--- config.mk ---
export PLATFORM = sky130hd
export DESIGN_NAME = alu4_seq_flat
export DESIGN_NICKNAME = d
export VERILOG_FILES = /design/src/rtl/alu4_seq_if.sv /design/src/rtl/alu4_seq.sv /design/src/flat_wrapper.sv
export SDC_FILE = /design/constraint.sdc
export NUM_CORES = 1
export LEC_CHECK = 0
export CAP_MARGIN = 0
export CELL_PAD_IN_SITES_DETAIL_PLACEMENT = 0
export CELL_PAD_IN_SITES_GLOBAL_PLACEMENT = 1
export CORE_ASPECT_RATIO = 0.8
export CORE_MARGIN = 1.5
export CORE_UTILIZATION = 40
export CTS_CLUSTER_SIZE = 30
export DETAILED_ROUTE_END_ITERATION = 8
export PLACE_DENSITY_LB_ADDON = 0.1
export SLEW_MARGIN = 20
export SYNTH_ARGS = -nofsm -noshare
export SYNTH_HDL_FRONTEND = slang
export SYNTH_SLANG_ARGS = --single-unit
--- constraint.sdc ---
create_clock -name clk -period 1.9 [get_ports clk]
set_input_delay 0.285 -clock clk [delete_from_list [all_inputs] [get_ports clk]]
set_output_delay 0.285 -clock clk [all_outputs]
set_load 0.1 [all_outputs]
--- src/rtl/alu4_seq_if.sv ---
// Host command/response channel of alu4_seq: valid/ready command in, valid/ready response out.
interface alu4_seq_if;
    logic        cmd_valid;
    logic        cmd_ready;
    logic [13:0] cmd;
    logic        rsp_valid;
    logic        rsp_ready;
    logic [7:0]  rsp_data;

    modport master (
        output cmd_valid, cmd, rsp_ready,
        input  cmd_ready, rsp_valid, rsp_data
    );

    modport slave (
        input  cmd_valid, cmd, rsp_ready,
        output cmd_ready, rsp_valid, rsp_data
    );
endinterface

--- src/rtl/alu4_seq.sv ---
// 4x4-bit register file sequencer driving an external combinational ALU; macro ALU4_SEQ_FLAGCHAIN_EN feeds stored C/R back as carry-ins.
// Latency: LOADI/READ/CLRF respond 1 cycle after accept, EXEC 2 cycles (operands registered, then result captured).
// Backpressure: one command in flight; cmd_ready only in IDLE with ena, response held until rsp_ready.
module alu4_seq #(
    parameter int NREG = 4
) (
    input  logic       clk,
    input  logic       rst_n,
    input  logic       ena,
    alu4_seq_if.slave  host,
    output logic [3:0] alu_a,
    output logic [3:0] alu_b,
    output logic [3:0] alu_op,
    output logic       alu_cin,
    output logic       alu_rcin,
    input  logic [3:0] alu_out,
    input  logic       alu_c,
    input  logic       alu_rc,
    input  logic       alu_z,
    input  logic       alu_v
);
    localparam logic [1:0] T_EXEC  = 2'b00;
    localparam logic [1:0] T_LOADI = 2'b01;
    localparam logic [1:0] T_READ  = 2'b10;
    localparam logic [1:0] T_CLRF  = 2'b11;

    typedef enum logic [1:0] {IDLE, ISSUE, RESP} state_t;

    state_t     state;
    logic [3:0] regs [NREG];
    logic [3:0] flags;          // {V, Z, R, C}
    logic [1:0] rd_q;
    logic       rsp_valid_q;
    logic [7:0] rsp_data_q;

    logic [1:0] cmd_type;
    logic [3:0] cmd_imm;
    logic [1:0] cmd_rd;
    logic [1:0] cmd_rs1;
    logic [1:0] cmd_rs2;
    logic       unused_rsvd;

    assign cmd_type    = host.cmd[13:12];
    assign cmd_imm     = host.cmd[11:8];
    assign cmd_rd      = host.cmd[7:6];
    assign cmd_rs1     = host.cmd[5:4];
    assign cmd_rs2     = host.cmd[3:2];
    assign unused_rsvd = ^host.cmd[1:0];

    assign host.cmd_ready = ena && (state == IDLE);
    assign host.rsp_valid = rsp_valid_q;
    assign host.rsp_data  = rsp_data_q;

`ifdef ALU4_SEQ_FLAGCHAIN_EN
    assign alu_cin  = flags[0];
    assign alu_rcin = flags[1];
`else
    assign alu_cin  = 1'b0;
    assign alu_rcin = 1'b0;
`endif

    always_ff @(posedge clk or negedge rst_n) begin
        if (!rst_n) begin
            state       <= IDLE;
            flags       <= 4'h0;
            rd_q        <= 2'b00;
            alu_a       <= 4'h0;
            alu_b       <= 4'h0;
            alu_op      <= 4'h0;
            rsp_valid_q <= 1'b0;
            rsp_data_q  <= 8'h00;
            for (int i = 0; i < NREG; i++) begin
                regs[i] <= 4'h0;
            end
        end else if (ena) begin
            case (state)
                IDLE: begin
                    if (host.cmd_valid) begin
                        case (cmd_type)
                            T_EXEC: begin
                                // Operands latch before the write-back, so rd==rs reads the old value.
                                alu_a  <= regs[cmd_rs1];
                                alu_b  <= regs[cmd_rs2];
                                alu_op <= cmd_imm;
                                rd_q   <= cmd_rd;
                                state  <= ISSUE;
                            end
                            T_LOADI: begin
                                regs[cmd_rd] <= cmd_imm;
                                rsp_data_q   <= {flags, cmd_imm};
                                rsp_valid_q  <= 1'b1;
                                state        <= RESP;
                            end
                            T_READ: begin
                                rsp_data_q  <= {flags, regs[cmd_rs1]};
                                rsp_valid_q <= 1'b1;
                                state       <= RESP;
                            end
                            T_CLRF: begin
                                flags       <= 4'h0;
                                rsp_data_q  <= 8'h00;
                                rsp_valid_q <= 1'b1;
                                state       <= RESP;
                            end
                            default: state <= IDLE;
                        endcase
                    end
                end
                ISSUE: begin
                    regs[rd_q]  <= alu_out;
                    flags       <= {alu_v, alu_z, alu_rc, alu_c};
                    rsp_data_q  <= {alu_v, alu_z, alu_rc, alu_c, alu_out};
                    rsp_valid_q <= 1'b1;
                    state       <= RESP;
                end
                RESP: begin
                    if (host.rsp_ready) begin
                        rsp_valid_q <= 1'b0;
                        state       <= IDLE;
                    end
                end
                default: state <= IDLE;
            endcase
        end
    end
endmodule

--- src/flat_wrapper.sv ---
// flat-port wrapper written by rule: the top's interface ports become plain ports
module alu4_seq_flat 
#(
    parameter int NREG = 4
)
  (clk, rst_n, ena, alu_a, alu_b, alu_op, alu_cin, alu_rcin, alu_out, alu_c, alu_rc, alu_z, alu_v, host_cmd_valid, host_cmd, host_rsp_ready, host_cmd_ready, host_rsp_valid, host_rsp_data);
  alu4_seq_if host_i ();
  input  logic clk;
  input  logic rst_n;
  input  logic ena;
  output logic [3:0] alu_a;
  output logic [3:0] alu_b;
  output logic [3:0] alu_op;
  output logic alu_cin;
  output logic alu_rcin;
  input  logic [3:0] alu_out;
  input  logic alu_c;
  input  logic alu_rc;
  input  logic alu_z;
  input  logic alu_v;
  input wire logic [$bits(host_i.cmd_valid)-1:0] host_cmd_valid;
  input wire logic [$bits(host_i.cmd)-1:0] host_cmd;
  input wire logic [$bits(host_i.rsp_ready)-1:0] host_rsp_ready;
  output wire logic [$bits(host_i.cmd_ready)-1:0] host_cmd_ready;
  output wire logic [$bits(host_i.rsp_valid)-1:0] host_rsp_valid;
  output wire logic [$bits(host_i.rsp_data)-1:0] host_rsp_data;
  assign host_i.cmd_valid = host_cmd_valid;
  assign host_i.cmd = host_cmd;
  assign host_i.rsp_ready = host_rsp_ready;
  assign host_cmd_ready = host_i.cmd_ready;
  assign host_rsp_valid = host_i.rsp_valid;
  assign host_rsp_data = host_i.rsp_data;
  alu4_seq #(.NREG(NREG)) u_core (.clk(clk), .rst_n(rst_n), .ena(ena), .host(host_i), .alu_a(alu_a), .alu_b(alu_b), .alu_op(alu_op), .alu_cin(alu_cin), .alu_rcin(alu_rcin), .alu_out(alu_out), .alu_c(alu_c), .alu_rc(alu_rc), .alu_z(alu_z), .alu_v(alu_v));
endmodule
-- Yosys cells after proc, flatten, opt, wreduce, memory -nomap -nowiden
Cells that the tools add are included.
- logic and storage cells: 76
- bits in registers: 45
- output and inout port bits: 24
- input bits: 27
- multiplexer cells: 29
- equal/unequal tests: 11
- magnitude comparators: 6
- bitwise operators: 4
- reduce and logical (&&, ||, !) cells: 14
- operators with widths (operator ; number):
    $bwmux 16 ; 2
    $mux 16 ; 2
    $mux 4 ; 8
    $pmux 16 s2 ; 1
    $pmux 8 s3 ; 1
    $bmux 4 s2 ; 2
    $demux 4 s2 ; 2
    $pmux 8 s2 ; 1
    $reduce_and 4->1 ; 4
    $ge 3x3->1 const B ; 4
    $not 2->3 ; 4
    $ne 2x2->1 const B ; 5
    $mux 8 ; 1
    $pmux 4 s2 ; 1
    $eq 2x2->1 const B ; 3
    $lt 3x1->1 const B ; 2
    $pmux 2 s3 ; 1
    $reduce_and 5->1 ; 1
    $eq 2x1->1 const B ; 2
    $logic_not 2->1 ; 2
    $mux 2 ; 2
    $ne 4x4->1 const B ; 1
    $pmux 2 s2 ; 1
    $logic_and 1x1->1 ; 3
    other kinds (6) ; 8

-- Depth between registers and ports, before layout
- depth in word-level cells: 9
- gate-level depth with buffers: 7
- depth with buffers taken out: 6

-- Worst setup path before layout
OpenSTA, ideal clock, no wires.
- kind: register to register
- start: register u_core.state[1]
- end: register u_core.alu_a[3]
- path slack: -757 ps
- required time: 1774 ps
- clock period less this slack: 2657 ps
- arrival time: 2530 ps
- setup time: 126 ps
- buffers on the path: 2
- cell stages (with the launch flop): 6
- path through: dfrtp_1 -> nor3_2 -> and3_1 -> buf_6 -> buf_12 -> mux2_4
- word-level cells in the longest chain between the ends: 2
- RTL lines (element ; RTL line ; text):
    start: declaration ; alu4_seq.sv:29 ; state_t state;
    start signal: assignment ; alu4_seq.sv:64 ; state <= IDLE;
    start signal: assignment ; alu4_seq.sv:86 ; state <= ISSUE;
    start signal: assignment ; alu4_seq.sv:92 ; state <= RESP;
    $logic_not 2->1 ; alu4_seq.sv:76 ; case (state)
    $reduce_and 4->1 (no source line) ; -- ;
    end signal: assignment ; alu4_seq.sv:82 ; alu_a <= regs[cmd_rs1];
    end: declaration ; alu4_seq.sv:11 ; output logic [3:0] alu_a,
No other way between the ends.
A chain may end at the register's enable or synchronous reset.

-- Worst setup path after layout
- start: register u_core.state[1]
- end: register u_core.regs[10] (netlist bit)
- word-level cells in the longest chain between the ends: 3
- elaborated cells between the ends (all ways): 7
- classes of those cells: eq/ne: 3; mux: 1; reduce/logical: 3
- RTL lines (element ; RTL line ; text):
    $logic_not 2->1 / $eq 2x1->1 (equally long branches) ; alu4_seq.sv:76 ;
    $ne 2x2->1 (no source line) / $reduce_bool 2->1 (equally long branches) ; -- ;
    $reduce_and 4->1 (no source line) ; -- ;
    end signal: indexed assignment ; alu4_seq.sv:89 ; regs[cmd_rd] <= cmd_imm;
    end signal: indexed assignment ; alu4_seq.sv:110 ; regs[rd_q] <= alu_out;
    end: declaration ; alu4_seq.sv:30 ; logic [3:0] regs [NREG];
Parallel ways exist; a longest one is shown, timed or not.

==> results.ini <==
[status]
status=complete, no violations

[synth]
synth_top_family_by_area=compound AO/OA/AOI/OAI gates
yosysUniqueCellTypes=37
synth_compound_area_share_pct=19.9
syn_inst=194
synth_edf_count=0
synthArstFlopShare_pct=100
ys_ff_latch=45
avgSynthCellArea_um2=12.3
synth_area_mm2=0.00239
synthSimpleGateAreaFrac_pct=10.7
ys_warn_count=0
synth-xor-area-share_pct=0
seq_area_frac_synth_pct=47.1
synthMuxAreaShare_pct=15.5
synth_fa_ha_area_share_pct=2.09
yosys_most_used_dff=dfrtp_1

[timing]
setup_violations=0
fin_ws_ns=0.0991
rsz0062_at_grt=false
finalCritPeriodShare_pct=94.8
tightest_slew_ns=0.554
timing.final.hold_violations=0
setup_tns_ns=0
finClkSkew_ns=0.0106
max_clock_freq_mhz=555
period_needed_ns=1.80
drv_slew=0
slew_headroom_pct=63.0

[setup_path]
startpoint=u_core.state[1]
start_kind=flip-flop
worst_setup_path_end_kind=flip-flop
r2r_end=u_core.regs[10]
reg2reg_slack_ns=0.1
crit_type=flip-flop to flip-flop
rr_worst_depth=5
critPathArrivalTime_ns=1.98
crit_path_end=u_core.regs[10]
cp.required_ns=2.08
path_max_fanout=8
r2r-start=u_core.state[1]

[cells_and_area]
drive_gt1_share_pct=34.2
final_cell_mix=dfrtp_1 (44), buf_4 (38), a22oi_1 (24)
nFillCells=511
layout.cells.most_common=dfrtp_1
syn_to_final_growth_pct=28.3
stdcell_area_mm2=0.00307
layout.nets=287
diodes=0
fin_cells=335

[die]
ios=51
dieWidth_um=89.5
die_h_um=72.2
rows=24
start_util_pct=42.6
die-area_mm2=0.00646
design.core.area_mm2=0.00562

[flow_run]
cap_violations=0

[detailed_routing]
wl_per_cell_um=17.8
detail_route.iter0.violations=230
drc=0
wl_mm=5.96
vias_per_cell=5.66
antenna_left=0
firstDrtPassIters=5
vias=1896

[power_and_ir_drop]
ir_drop_v=0.000841
finalPower_mw=4.60
power.leakage_nw=1.32
power_density_mw_per_mm2=1500

[clocking]
clk_pin_slew_ns=0.09
cts_buffers=5
cts.sinks=45
clock_latency_ns=0.31
cts_buffer_depth=2
ctsHtreeMaxLevel=2
root_buffer=clkbuf_8
cts_tree=done

[placement]
placed_cells=327
dpl_cell_area_mm2=0.00297
post-place-ws_ns=-0.265
dp_hpwl_mm=4.61
gp_congestion=0.857
io_buffer_count=46

[grt]
antenna_found_initial=0
overflow=0
grt_max_degree=46
grt_pass1_wl_mm=9.48
grt_usage_pct=20.1
grt_pass1_vias=1775

[min_path]
min_path_type=primary input to asynchronous set/reset pin

## report_power, final
group          switching (mW)  total [mW]  internal [mW]
sequential              0.229        1.50           1.27
combinational            1.80        2.50          0.707
clock                   0.340       0.601          0.261
total                    2.37        4.60           2.24
## kinds of logic (layout without fill, tap and decap cells)
kind of cell / count (synthesis) / count (layout)
AO/OA/AOI/OAI: 66 / 66
flip-flops: 45 / 45
AND/OR/NAND/NOR: 41 / 41
multiplexers: 22 / 22
buffers and inverters: 15 / 77
adder cells (fa/ha/maj): 4 / 4
other: 1 / 2
## through the flow
stage / utilization, % / hold WS, ns
2_1_floorplan: - / -0.0106
3_3_place_gp: 52.9 / 0.391
3_5_place_dp: 52.9 / 0.399
4_1_cts: 54.5 / 0.0638
5_1_grt: 54.7 / 0.0977
6_report: 54.7 / 0.0406
## worst max-delay path: stages (launching register included)
cell and delay, ns:
dfrtp_1 0.39, buf_4 0.16, nand2b_1 0.32, nor3b_4 0.39, o21ai_1 0.23, o2bb2ai_1 0.18
## per-layer routing
| layer | wire length (um) | GRT usage (%) |
|---|---|---|
| met2 | 2460 | 28.0 |
| met5 | 0 | 0 |
| met4 | 63 | 5.13 |
| met3 | 496 | 5.01 |
| met1 | 2940 | 31.2 |
## synth_stat cells, types with 2 or more instances
| cell | n | area share (%) |
|---|---|---|
| a21oi_1 | 8 | 1.7 |
| a22oi_1 | 24 | 7.5 |
| a31oi_1 | 4 | 1.0 |
| and3_1 | 2 | 0.52 |
| buf_2 | 2 | 0.42 |
| buf_4 | 3 | 0.94 |
| buf_6 | 3 | 1.4 |
| dfrtp_1 | 45 | 47 |
| ha_1 | 4 | 2.1 |
| inv_1 | 4 | 0.63 |
| mux2_2 | 5 | 2.4 |
| mux2_4 | 9 | 5.6 |
| mux4_2 | 8 | 7.5 |
| nand2_1 | 5 | 0.78 |
| nand2b_1 | 2 | 0.52 |
| nand3_1 | 9 | 1.9 |
| nor2_1 | 11 | 1.7 |
| nor3_2 | 3 | 1.3 |
| nor3b_2 | 3 | 1.6 |
| o21ai_0 | 6 | 1.3 |
| o21ai_1 | 2 | 0.42 |
| o21ai_2 | 2 | 0.73 |
| o2bb2ai_1 | 16 | 5.9 |
## worst min path at each step
stage               depth (start not counted)                 endpoint  slack (ns)  startpoint
finish                                      2          u_core.flags[1]        0.04       rst_n
global route                                2          u_core.flags[2]         0.1       rst_n
CTS                                         2         u_core.alu_op[1]        0.06       rst_n
detailed placement                          2          u_core.flags[1]        0.40       rst_n
global placement                            2  u_core.host.rsp_data[5]        0.39       rst_n
floorplan                                   0          u_core.alu_a[0]       -0.01       rst_n
## sequential cells by signal (all words and copies together) (netlist names)
signal and count:
u_core.alu_a 4, u_core.alu_b 4, u_core.alu_op 4, u_core.flags 4
u_core.host.rsp_data 8, u_core.host.rsp_valid 1, u_core.rd_q 2, u_core.regs 16
u_core.state 2
## final cells by class
type                            instances  area [um^2]  area share [%]
Clock buffer                            5         68.8            2.24
Clock inverter                          3         21.3           0.693
Inverter                                5         18.8           0.611
Multi-Input combinational cell        135         1180            38.3
Sequential cell                        45         1130            36.7
Tap cell                               78         97.6            3.18
Timing Repair Buffer                   64          561            18.3
## timing repair
action,4_1_cts,5_1_grt
gates resized for setup,0,2
setup buffers,0,0
endpoints found under the setup margin,0,17
hold buffers,0,0
Note: power is estimated with default switching activity, not from simulation.
